## src/rtl/tracker_fsm.sv

```systemverilog
// Solar tracker sequencing controller: homes, sweeps and returns each axis to
// its brightest position using an external max counter, then holds in MAN.
module tracker_fsm #(
    parameter int unsigned      TMO_W   = 24,
    parameter logic [TMO_W-1:0] TMO_CYC = 24'd10_000_000
) (
    input  logic       CLK,
    input  logic       RSTN,
    input  logic       START,
    input  logic       NEW_MAX,
    input  logic       LIM_H_LO,
    input  logic       LIM_H_HI,
    input  logic       LIM_V_LO,
    input  logic       LIM_V_HI,
    input  logic       CNT_RU,
    output logic       MC,
    output logic       CNT_RST,
    output logic [1:0] H_DIR,
    output logic [1:0] V_DIR,
    output logic [2:0] STATE,
    output logic       DONE,
    output logic       ERR
);

    typedef enum logic [2:0] {
        S_IDLE    = 3'd0,
        S_H_HOME  = 3'd1,
        S_H_SWEEP = 3'd2,
        S_H_MAX   = 3'd3,
        S_V_HOME  = 3'd4,
        S_V_SWEEP = 3'd5,
        S_V_MAX   = 3'd6,
        S_MAN     = 3'd7
    } state_t;

    localparam logic [1:0]       DIR_HOLD  = 2'b00;
    localparam logic [1:0]       DIR_INC   = 2'b01;
    localparam logic [1:0]       DIR_DEC   = 2'b10;
    localparam logic [TMO_W-1:0] WDOG_ZERO = {TMO_W{1'b0}};
    localparam logic [TMO_W-1:0] WDOG_ONE  = {{(TMO_W-1){1'b0}}, 1'b1};
    localparam logic [TMO_W-1:0] WDOG_LAST = TMO_CYC - WDOG_ONE;
    localparam logic [TMO_W-1:0] WDOG_SAT  = {TMO_W{1'b1}};

    state_t           r_state;
    state_t           w_next;
    logic             r_grace;
    logic             w_grace;
    logic [TMO_W-1:0] r_wdog;
    logic [TMO_W-1:0] w_wdog;
    logic             r_mc;
    logic             w_mc;
    logic             r_cnt_rst;
    logic             w_cnt_rst;
    logic [1:0]       r_h_dir;
    logic [1:0]       w_h_dir;
    logic [1:0]       r_v_dir;
    logic [1:0]       w_v_dir;
    logic             r_done;
    logic             w_done;
    logic             r_err;
    logic             w_err;
    logic             w_tracking;
    logic             w_timeout;
    logic             w_parked;

    // Watchdog status: only HOME/SWEEP/MAX states are time-limited
    always_comb begin
        w_parked   = (r_state == S_IDLE) || (r_state == S_MAN);
        w_tracking = !w_parked;
        w_timeout  = w_tracking && (r_wdog >= WDOG_LAST);
    end

    // Next-state selection; a watchdog abort overrides every normal exit
    always_comb begin
        w_next = r_state;
        case (r_state)
            S_IDLE, S_MAN: begin
                if (START) w_next = S_H_HOME;
                else       w_next = r_state;
            end
            S_H_HOME: begin
                if (w_timeout)     w_next = S_MAN;
                else if (LIM_H_LO) w_next = S_H_SWEEP;
                else               w_next = S_H_HOME;
            end
            S_H_SWEEP: begin
                if (w_timeout)     w_next = S_MAN;
                else if (LIM_H_HI) w_next = S_H_MAX;
                else               w_next = S_H_SWEEP;
            end
            S_H_MAX: begin
                if (w_timeout)               w_next = S_MAN;
                else if (r_grace && !CNT_RU) w_next = S_V_HOME;
                else                         w_next = S_H_MAX;
            end
            S_V_HOME: begin
                if (w_timeout)     w_next = S_MAN;
                else if (LIM_V_LO) w_next = S_V_SWEEP;
                else               w_next = S_V_HOME;
            end
            S_V_SWEEP: begin
                if (w_timeout)     w_next = S_MAN;
                else if (LIM_V_HI) w_next = S_V_MAX;
                else               w_next = S_V_SWEEP;
            end
            S_V_MAX: begin
                if (w_timeout)               w_next = S_MAN;
                else if (r_grace && !CNT_RU) w_next = S_MAN;
                else                         w_next = S_V_MAX;
            end
            default: w_next = S_IDLE;
        endcase
    end

    // Output values for the upcoming state; a NEW_MAX on the last sweep cycle
    // still clears the counter, on the first MAX cycle, giving a zero return count
    always_comb begin
        w_mc      = 1'b0;
        w_cnt_rst = 1'b1;
        w_h_dir   = DIR_HOLD;
        w_v_dir   = DIR_HOLD;
        case (w_next)
            S_H_HOME: w_h_dir = DIR_DEC;
            S_H_SWEEP: begin
                w_h_dir   = DIR_INC;
                w_cnt_rst = (r_state != S_H_SWEEP) || NEW_MAX;
            end
            S_H_MAX: begin
                w_h_dir   = DIR_DEC;
                w_mc      = 1'b1;
                w_cnt_rst = (r_state == S_H_SWEEP) && NEW_MAX;
            end
            S_V_HOME: w_v_dir = DIR_DEC;
            S_V_SWEEP: begin
                w_v_dir   = DIR_INC;
                w_cnt_rst = (r_state != S_V_SWEEP) || NEW_MAX;
            end
            S_V_MAX: begin
                w_v_dir   = DIR_DEC;
                w_mc      = 1'b1;
                w_cnt_rst = (r_state == S_V_SWEEP) && NEW_MAX;
            end
            default: begin
                w_mc      = 1'b0;
                w_cnt_rst = 1'b1;
            end
        endcase

        w_done  = (r_state == S_V_MAX) && (w_next == S_MAN) && !w_timeout;
        w_grace = ((r_state == S_H_MAX) || (r_state == S_V_MAX)) && (w_next == r_state);

        if (w_next != r_state)                        w_wdog = WDOG_ZERO;
        else if (w_tracking && (r_wdog != WDOG_SAT))  w_wdog = r_wdog + WDOG_ONE;
        else                                          w_wdog = r_wdog;

        if (w_timeout)             w_err = 1'b1;
        else if (w_parked && START) w_err = 1'b0;
        else                       w_err = r_err;
    end

    // State, watchdog and output registers with synchronous reset
    always_ff @(posedge CLK) begin
        if (!RSTN) begin
            r_state   <= S_IDLE;
            r_grace   <= 1'b0;
            r_wdog    <= WDOG_ZERO;
            r_mc      <= 1'b0;
            r_cnt_rst <= 1'b1;
            r_h_dir   <= DIR_HOLD;
            r_v_dir   <= DIR_HOLD;
            r_done    <= 1'b0;
            r_err     <= 1'b0;
        end else begin
            r_state   <= w_next;
            r_grace   <= w_grace;
            r_wdog    <= w_wdog;
            r_mc      <= w_mc;
            r_cnt_rst <= w_cnt_rst;
            r_h_dir   <= w_h_dir;
            r_v_dir   <= w_v_dir;
            r_done    <= w_done;
            r_err     <= w_err;
        end
    end

    assign MC      = r_mc;
    assign CNT_RST = r_cnt_rst;
    assign H_DIR   = r_h_dir;
    assign V_DIR   = r_v_dir;
    assign STATE   = r_state;
    assign DONE    = r_done;
    assign ERR     = r_err;

endmodule

```

## config.mk

```make
export PLATFORM = sky130hd
export DESIGN_NAME = tracker_fsm
export DESIGN_NICKNAME = d
export VERILOG_FILES = /design/src/rtl/tracker_fsm.sv
export SDC_FILE = /design/constraint.sdc
export NUM_CORES = 1
export LEC_CHECK = 0
export ABC_AREA = 1
export BUFFER_PORTS_ARGS = -buffer_cell sky130_fd_sc_hd__buf_2
export CAP_MARGIN = 20
export CORE_MARGIN = 2
export CORE_UTILIZATION = 59
export DETAILED_ROUTE_END_ITERATION = 8
export PLACE_DENSITY = 0.79
export SLEW_MARGIN = 20
export SYNTH_ARGS = -nofsm -noshare
export SYNTH_HDL_FRONTEND = slang
export SYNTH_SLANG_ARGS = --single-unit
```

## constraint.sdc

```tcl
create_clock -name CLK -period 2.3 [get_ports CLK]
set_input_delay 0 -clock CLK [delete_from_list [all_inputs] [get_ports CLK]]
set_output_delay 0 -clock CLK [all_outputs]
set_load 0.01 [all_outputs]
```

==> results of run 1 <==
power groups by stage:
stage / combinational [mW] / clock (mW) / sequential [mW]
final: 0.457 / 0.381 / 0.663
after global routing: 0.487 / 0.408 / 0.664
after floorplan: 0.226 / 0 / 0.670
after CTS: 0.300 / 0.383 / 0.657
after global placement: 0.288 / 0 / 0.671
after detailed placement: 0.293 / 0 / 0.671
through the flow:
stage          cells  setup WS, ns  hold WS [ns]  area (um2)
4_1_cts          391        0.0127        0.0433        2410
2_1_floorplan    313         0.268         0.117        2110
5_1_grt          409        -0.170         0.106        2790
3_3_place_gp     380        0.0217         0.246        2290
3_5_place_dp     380       -0.0234         0.254        2290
6_report         409       -0.0309        0.0846        2790
final cells by class:
cell class                 instances  area [um2]  share of cell area, %
multi-input combinational        225        1380                   49.3
sequential                        36         736                   26.3
timing repair buffer              49         383                   13.7
inverter                          46         174                   6.23
clock buffer                       7        65.1                   2.33
tap                               46        57.6                   2.06
cells in the final DEF (no fill, tap or decap), types with 2 or more instances in the layout:
| cell type | count |
|---|---|
| buf_6 | 2 |
| a21oi_1 | 9 |
| clkbuf_16 | 2 |
| nand4_1 | 7 |
| nor2_1 | 36 |
| or2_2 | 4 |
| nor3_1 | 7 |
| inv_2 | 10 |
| nor2_2 | 14 |
| buf_2 | 19 |
| nand3_2 | 5 |
| a21oi_2 | 9 |
| nor3_4 | 2 |
| nand2_4 | 3 |
| nand2_1 | 67 |
| clkbuf_4 | 5 |
| xor2_2 | 3 |
| dfxtp_1 | 26 |
| nor2_4 | 9 |
| nand2_2 | 13 |
| nand3_1 | 13 |
| clkbuf_8 | 2 |
| xor2_1 | 6 |
| inv_1 | 34 |
| dfxtp_2 | 9 |
| dlygate4sd3_1 | 3 |
| buf_4 | 22 |
| xnor2_1 | 4 |
state kept, by name, indices dropped and copies added (netlist names):
name	cells
r_wdog	24
STATE	3
H_DIR	2
V_DIR	2
CNT_RST	1
DONE	1
ERR	1
MC	1
r_grace	1
worst min path at each step:
stage / slack, ns / cells past startpoint / end
2_1_floorplan: 0.12 / 2 / STATE[2]
3_3_place_gp: 0.25 / 3 / STATE[2]
3_5_place_dp: 0.25 / 3 / STATE[2]
4_1_cts: 0.04 / 6 / DONE
5_1_grt: 0.11 / 6 / DONE
6_report: 0.08 / 6 / DONE
repair_timing:
item                                    in CTS  in global routing
endpoints found under the setup margin       4                 26
resized for setup                            4                 55
endpoints found under the hold margin        4                  0
pin swaps                                    2                 22
gates cloned                                 0                  3
buffers inserted                             2                 15
hold buffers                                 3                  0
kinds of logic after synthesis:
logic type,synth area share [%]
AND/OR/NAND/NOR,41.6
buffers and inverters,10.5
flip-flops,34.1
AO/OA/AOI/OAI,7.05
XOR/XNOR,6.16
adder cells (fa/ha/maj),0.592
per-layer routing:
layer  track usage, %  share of wire, %  up-vias
li1                 -                 -     1070
met1             32.7                44     1007
met2             35.4                48       74
met3             4.93               5.8       12
met4             9.24               2.1        0
met5                0                 0        -
worst reg2reg max path, delay by kind of cell, from the launching register on:
| family | cells | cell delay (ns) |
|---|---|---|
| AND/OR/NAND/NOR | 13 | 1.64 |
| flip-flops | 1 | 0.37 |
| buffers and inverters | 2 | 0.10 |
| adder cells (fa/ha/maj) | 1 | 0.16 |
==> impl_metrics.csv, run 1 <==
group,metric,value,unit
grt,grt_max_degree,26,
timing,finalSetupViolCount,9,
job,maxCapViolCount,0,
setup_path,r2r_setup_slack,-0.03,ns
route,drc,0,
cts,cts_root_buf,"clkbuf_4",
floorplan,die-height,63.9,um
timing,fmax,429,MHz
outcome,status,"finished, violations left",
floorplan,ios,20,
grt,antenna_found_initial,0,
cts,clk_pin_slew,0.10,ns
cts,cts.sinks,36,
synthesis,synth.net_count,323,
route,drt-initial-drc-count,178,
synthesis,syn_area,0.00211,mm2
power_and_ir_drop,p_sw,0.489,mW
grt,grt_pass1_vias,1808,
setup_path,startpoint_type,"flip-flop",
timing,grt_setup_unrepaired,"yes",
timing,fin_tns_setup,-0.0872,ns
cts,clock_path_buffers,2,
cts,cts_made_buffers,5,
power_and_ir_drop,peakVddDrop,0.443,mV
synthesis,yosysMostFrequentCell,"nand2_1",
setup_path,crit_chain,"ha_4, nand2_2, inv_2, nand4_1, nor2_1, nand3_1, nand2_2, nor2_2, inv_2, nor2_4, nand4_1, nor4_4, nand2_1, nand2_1, nand2_2, nor2_4",
outcome,violations,"negative setup slack",
synthesis,synth_area_leader_cell,"dfxtp_1",
synthesis,ys_async_sr_fraction,0,%
timing,timing.slew.headroom,72.3,%
setup_path,cp.depth,16,
floorplan,core,0.00339,mm2
floorplan,die_area,0.00408,mm2
floorplan,fp.dieW,63.9,um
setup_path,critPathTopFamily,"simple AND/OR/NAND/NOR gates",
setup_path,r2r.worst_path.cells,16,
setup_path,cpMostUsedCell,"nand2_2",
timing,min_period_over_period,101,%
timing,fin_skew,0.0115,ns
power_and_ir_drop,power_frac_clock,25.4,%
synthesis,synth-seq-area-share,34.1,%
power_and_ir_drop,pwr_density_cell,538,mW/mm2
route,antenna_left,0,
setup_path,crit_start,"r_wdog[0]",
worst_hold_path,hold_start,"CNT_RU",
setup_path,worst_r2r_startpoint,"r_wdog[0]",
grt,track_usage,23.5,%
setup_path,critPathSlowestCell,"dfxtp_4",
route,vias,2163,
power_and_ir_drop,pwr-share-seq,44.1,%
setup_path,timing.rr.end,"r_wdog[23]",
setup_path,cp-end-kind,"flip-flop",
setup_path,critical_path_buf_inv_count,2,
grt,grt_pass1_wl,7670,um
cells_and_area,diodes,0,
setup_path,cp_data_arrival_time,2.63,ns
cells_and_area,final_core_util,82.4,%
grt,grt_overflow,0,
timing,timing_worst_slew_pin_value,0.412,ns
floorplan,initial_core_util,62.3,%
cts,cts_tree,"built",
cts,clock_insertion_delay_worst_skew,0.35,ns
timing,period_minus_slack,2.33,ns
cells_and_area,drive_gt1_share,39.4,%
synthesis,netlist_instances,313,
worst_hold_path,min_path_type,"input port to flip-flop",
setup_path,cp.required,2.59,ns
route,drt_wl_total,5560,um
synthesis,yosysTopAreaCellShare,34.1,%
synthesis,syn_avg_cell_area,6.75,um2
synthesis,ys.warnings.count,0,
synthesis,synth_cell_types,33,
timing,finalHoldViolations,0,
power_and_ir_drop,sw_frac_of_total,32.6,%
synthesis,ys_seq_elements,36,
setup_path,path_max_fanout,4,
synthesis,dominantRegCellSynth,"dfxtp_1",
route,vias_per_cell,5.29,
placed_design,gp_routability_congestion,0.839,
cts,htreeDepth,2,
cells_and_area,area_delta_synth_final,32.1,%
power_and_ir_drop,p_comb_share,30.5,%
timing,setup_ws,-0.0309,ns
synthesis,synthTopCellsByArea,"dfxtp_1 34%, nand2_1 13%, nor2_1 7.1%",
floorplan,rows,21,
power_and_ir_drop,p_leak,1.14,nW
power_and_ir_drop,internal_power,1.01,mW
setup_path,slowest_delay,0.37,ns
timing,slew_violations,0,
route,wl_per_cell,13.6,um
cells_and_area,nets,373,
synthesis,synth-edff-count,0,
setup_path,critPathCapture,"r_wdog[23]",
placed_design,detailed_place_hpwl,3190,um
placed_design,port_buffers,19,
setup_path,worstSetupPathType,"flip-flop to flip-flop",
power_and_ir_drop,power,1.50,mW
route,firstDrtPassIters,4,
cells_and_area,fill_cells,212,
synthesis,synth_common_cells,"76 x nand2_1, 40 x nor2_1, 36 x dfxtp_1",
Power figures use the tool's default switching activity.
==> inputs of run 2 (changes only) <==
CORE_UTILIZATION = 53   (was 59)
PLACE_DENSITY = 0.87   (was 0.79)
clock period = 2.05 ns   (was 2.3 ns; I/O delays follow)
==> impl_metrics.csv, run 2 (synthesized netlist as in run 1, its figures left out) <==
group,metric,value,unit
floorplan,die_area,0.00451,mm2
placed_design,dp_cells,431,
grt,grt_max_degree,16,
grt,track_usage,36.3,%
route,vias_per_cell,5.98,
timing,finalHoldViolations,0,
cts,cts.sinks,36,
route,drt_wl_total,9100,um
route,antenna_left,0,
timing,grt_setup_unrepaired,"yes",
cts,cts_made_buffers,5,
setup_path,cp.required,2.25,ns
route,drc,0,
cells_and_area,seq_area,729,um2
timing,fmax,399,MHz
power_and_ir_drop,peakVddDrop,0.422,mV
route,drt-initial-drc-count,367,
grt,grt_overflow,0,
cts,clock_insertion_delay_worst_skew,0.31,ns
setup_path,crit_chain,"ha_4, nand2_4, inv_4, buf_6, nand4_1, nor2_1, nand3_1, nand2_2, buf_4, nor2_2, inv_1, nor2_2, nand2_1, nor3_2, nand2_1, xor2_1, nor2_2",
setup_path,crit_start,"r_wdog[1]",
setup_path,slowest_delay,0.34,ns
floorplan,core,0.00374,mm2
cells_and_area,mostFrequentLayoutCell,"buf_4",
cells_and_area,area_delta_synth_final,54.4,%
placed_design,pre_cts_ws,-0.295,ns
job,maxCapViolCount,0,
timing,timing.slew.headroom,72.4,%
grt,antenna_found_initial,0,
placed_design,port_buffers,19,
cells_and_area,largest_reg_flops,24,
setup_path,startpoint_type,"flip-flop",
outcome,status,"finished, violations left",
grt,grt_pass1_vias,2460,
worst_hold_path,hold_start,"START",
placed_design,gp_routability_congestion,0.926,
timing,finalSetupViolCount,30,
power_and_ir_drop,p_leak,1.42,nW
cells_and_area,mostFrequentLayoutCells,"61 x buf_4, 60 x nand2_1, 31 x inv_1",
setup_path,cpMostUsedCell,"nor2_2",
route,firstDrtPassIters,5,
cts,htreeDepth,2,
cts,cts_root_buf,"clkbuf_8",
cells_and_area,drive_gt1_share,51.6,%
cts,clk_pin_slew,0.09,ns
cts,cts_tree,"built",
placed_design,dpl_cell_area,0.00267,mm2
timing,min_period_over_period,122,%
setup_path,path_max_fanout,2,
timing,slew_violations,0,
cells_and_area,regMostFlops,"r_wdog",
outcome,violations,"negative setup slack",
timing,setup_ws,-0.455,ns
cells_and_area,multi_input_area,0.00148,mm2
floorplan,ios,20,
cells_and_area,fill_cells,162,
floorplan,die-height,67.1,um
placed_design,detailed_place_hpwl,3940,um
route,vias,2720,
route,wl_per_cell,20.0,um
floorplan,initial_core_util,56.5,%
timing,fin_skew,0.0128,ns
worst_hold_path,min_path_type,"input port to flip-flop",
floorplan,rows,22,
setup_path,cp-end-kind,"flip-flop",
cts,clock_path_buffers,2,
setup_path,cp_data_arrival_time,2.71,ns
power_and_ir_drop,pwr_density_cell,617,mW/mm2
cells_and_area,diodes,0,
timing,period_minus_slack,2.50,ns
setup_path,worstSetupPathType,"flip-flop to flip-flop",
floorplan,fp.dieW,67.1,um
cells_and_area,finalNonFillerCells,455,
cells_and_area,nets,416,
grt,grt_pass1_wl,11900,um
timing,timing_worst_slew_pin_value,0.411,ns
setup_path,worst_r2r_startpoint,"r_wdog[1]",
cells_and_area,final_area,0.00326,mm2
setup_path,critPathSlowestCell,"dfxtp_2",
## run 2: worst max-delay path, delay by kind of cell, from the launching register on
family / cells / cell delay (ns)
adders and majority gates: 1 / 0.17
buffers and inverters: 4 / 0.42
and+or+nand+nor: 11 / 1.27
DFF: 1 / 0.34
xor gates and xnor gates: 1 / 0.20
## run 2: what timing repair did
item                       in CTS  in global routing
gates cloned                    1                  1
gates resized for setup        59                 34
setup endpoints to repair      32                 33
pin swaps                      14                 21
hold endpoints to repair        3                  0
buffers inserted                9                  3
hold buffers                    2                  0
## run 2: area by class of cell
class,count,area share (%)
clock inverters,2,1.07
multi-input cells,226,45.5
repair buffers,91,21.6
inverters,46,5.41
well taps,48,1.84
flip-flops and latches,36,22.4
clock buffers,6,2.22
## run 2: per-layer routing
metal / wire [um] / global-route usage [%]
met4: 749 / 20.4
met5: 0 / 0
met1: 3170 / 40.8
met3: 851 / 8.83
met2: 4330 / 62.5
## run 2: path summary, 6_finish.rpt
check,to,slack [ns],depth (start not counted)
setup reg to reg,r_wdog[20],-0.45,17
hold reg to reg,ERR,0.51,2
setup / recovery,r_wdog[20],-0.45,17
hold / removal,ERR,0.06,4
## run 2: power by group
part / total, mW / internal [mW] / switching, mW
combinational: 0.615 / 0.262 / 0.353
clock: 0.661 / 0.362 / 0.300
sequential: 0.735 / 0.720 / 0.0157
## run 2: through the flow
stage	total power, mW	util (%)	hold slack, ns	setup TNS, ns
floorplan	1.01	-	0.117	0
CTS	1.89	82.8	0.0397	-1.56
global route	2.08	87.1	0.0556	-12.31
global placement	1.15	71.4	0.238	-1.00
finish	2.01	87.1	0.0587	-9.13
detailed placement	1.16	71.4	0.254	-3.38
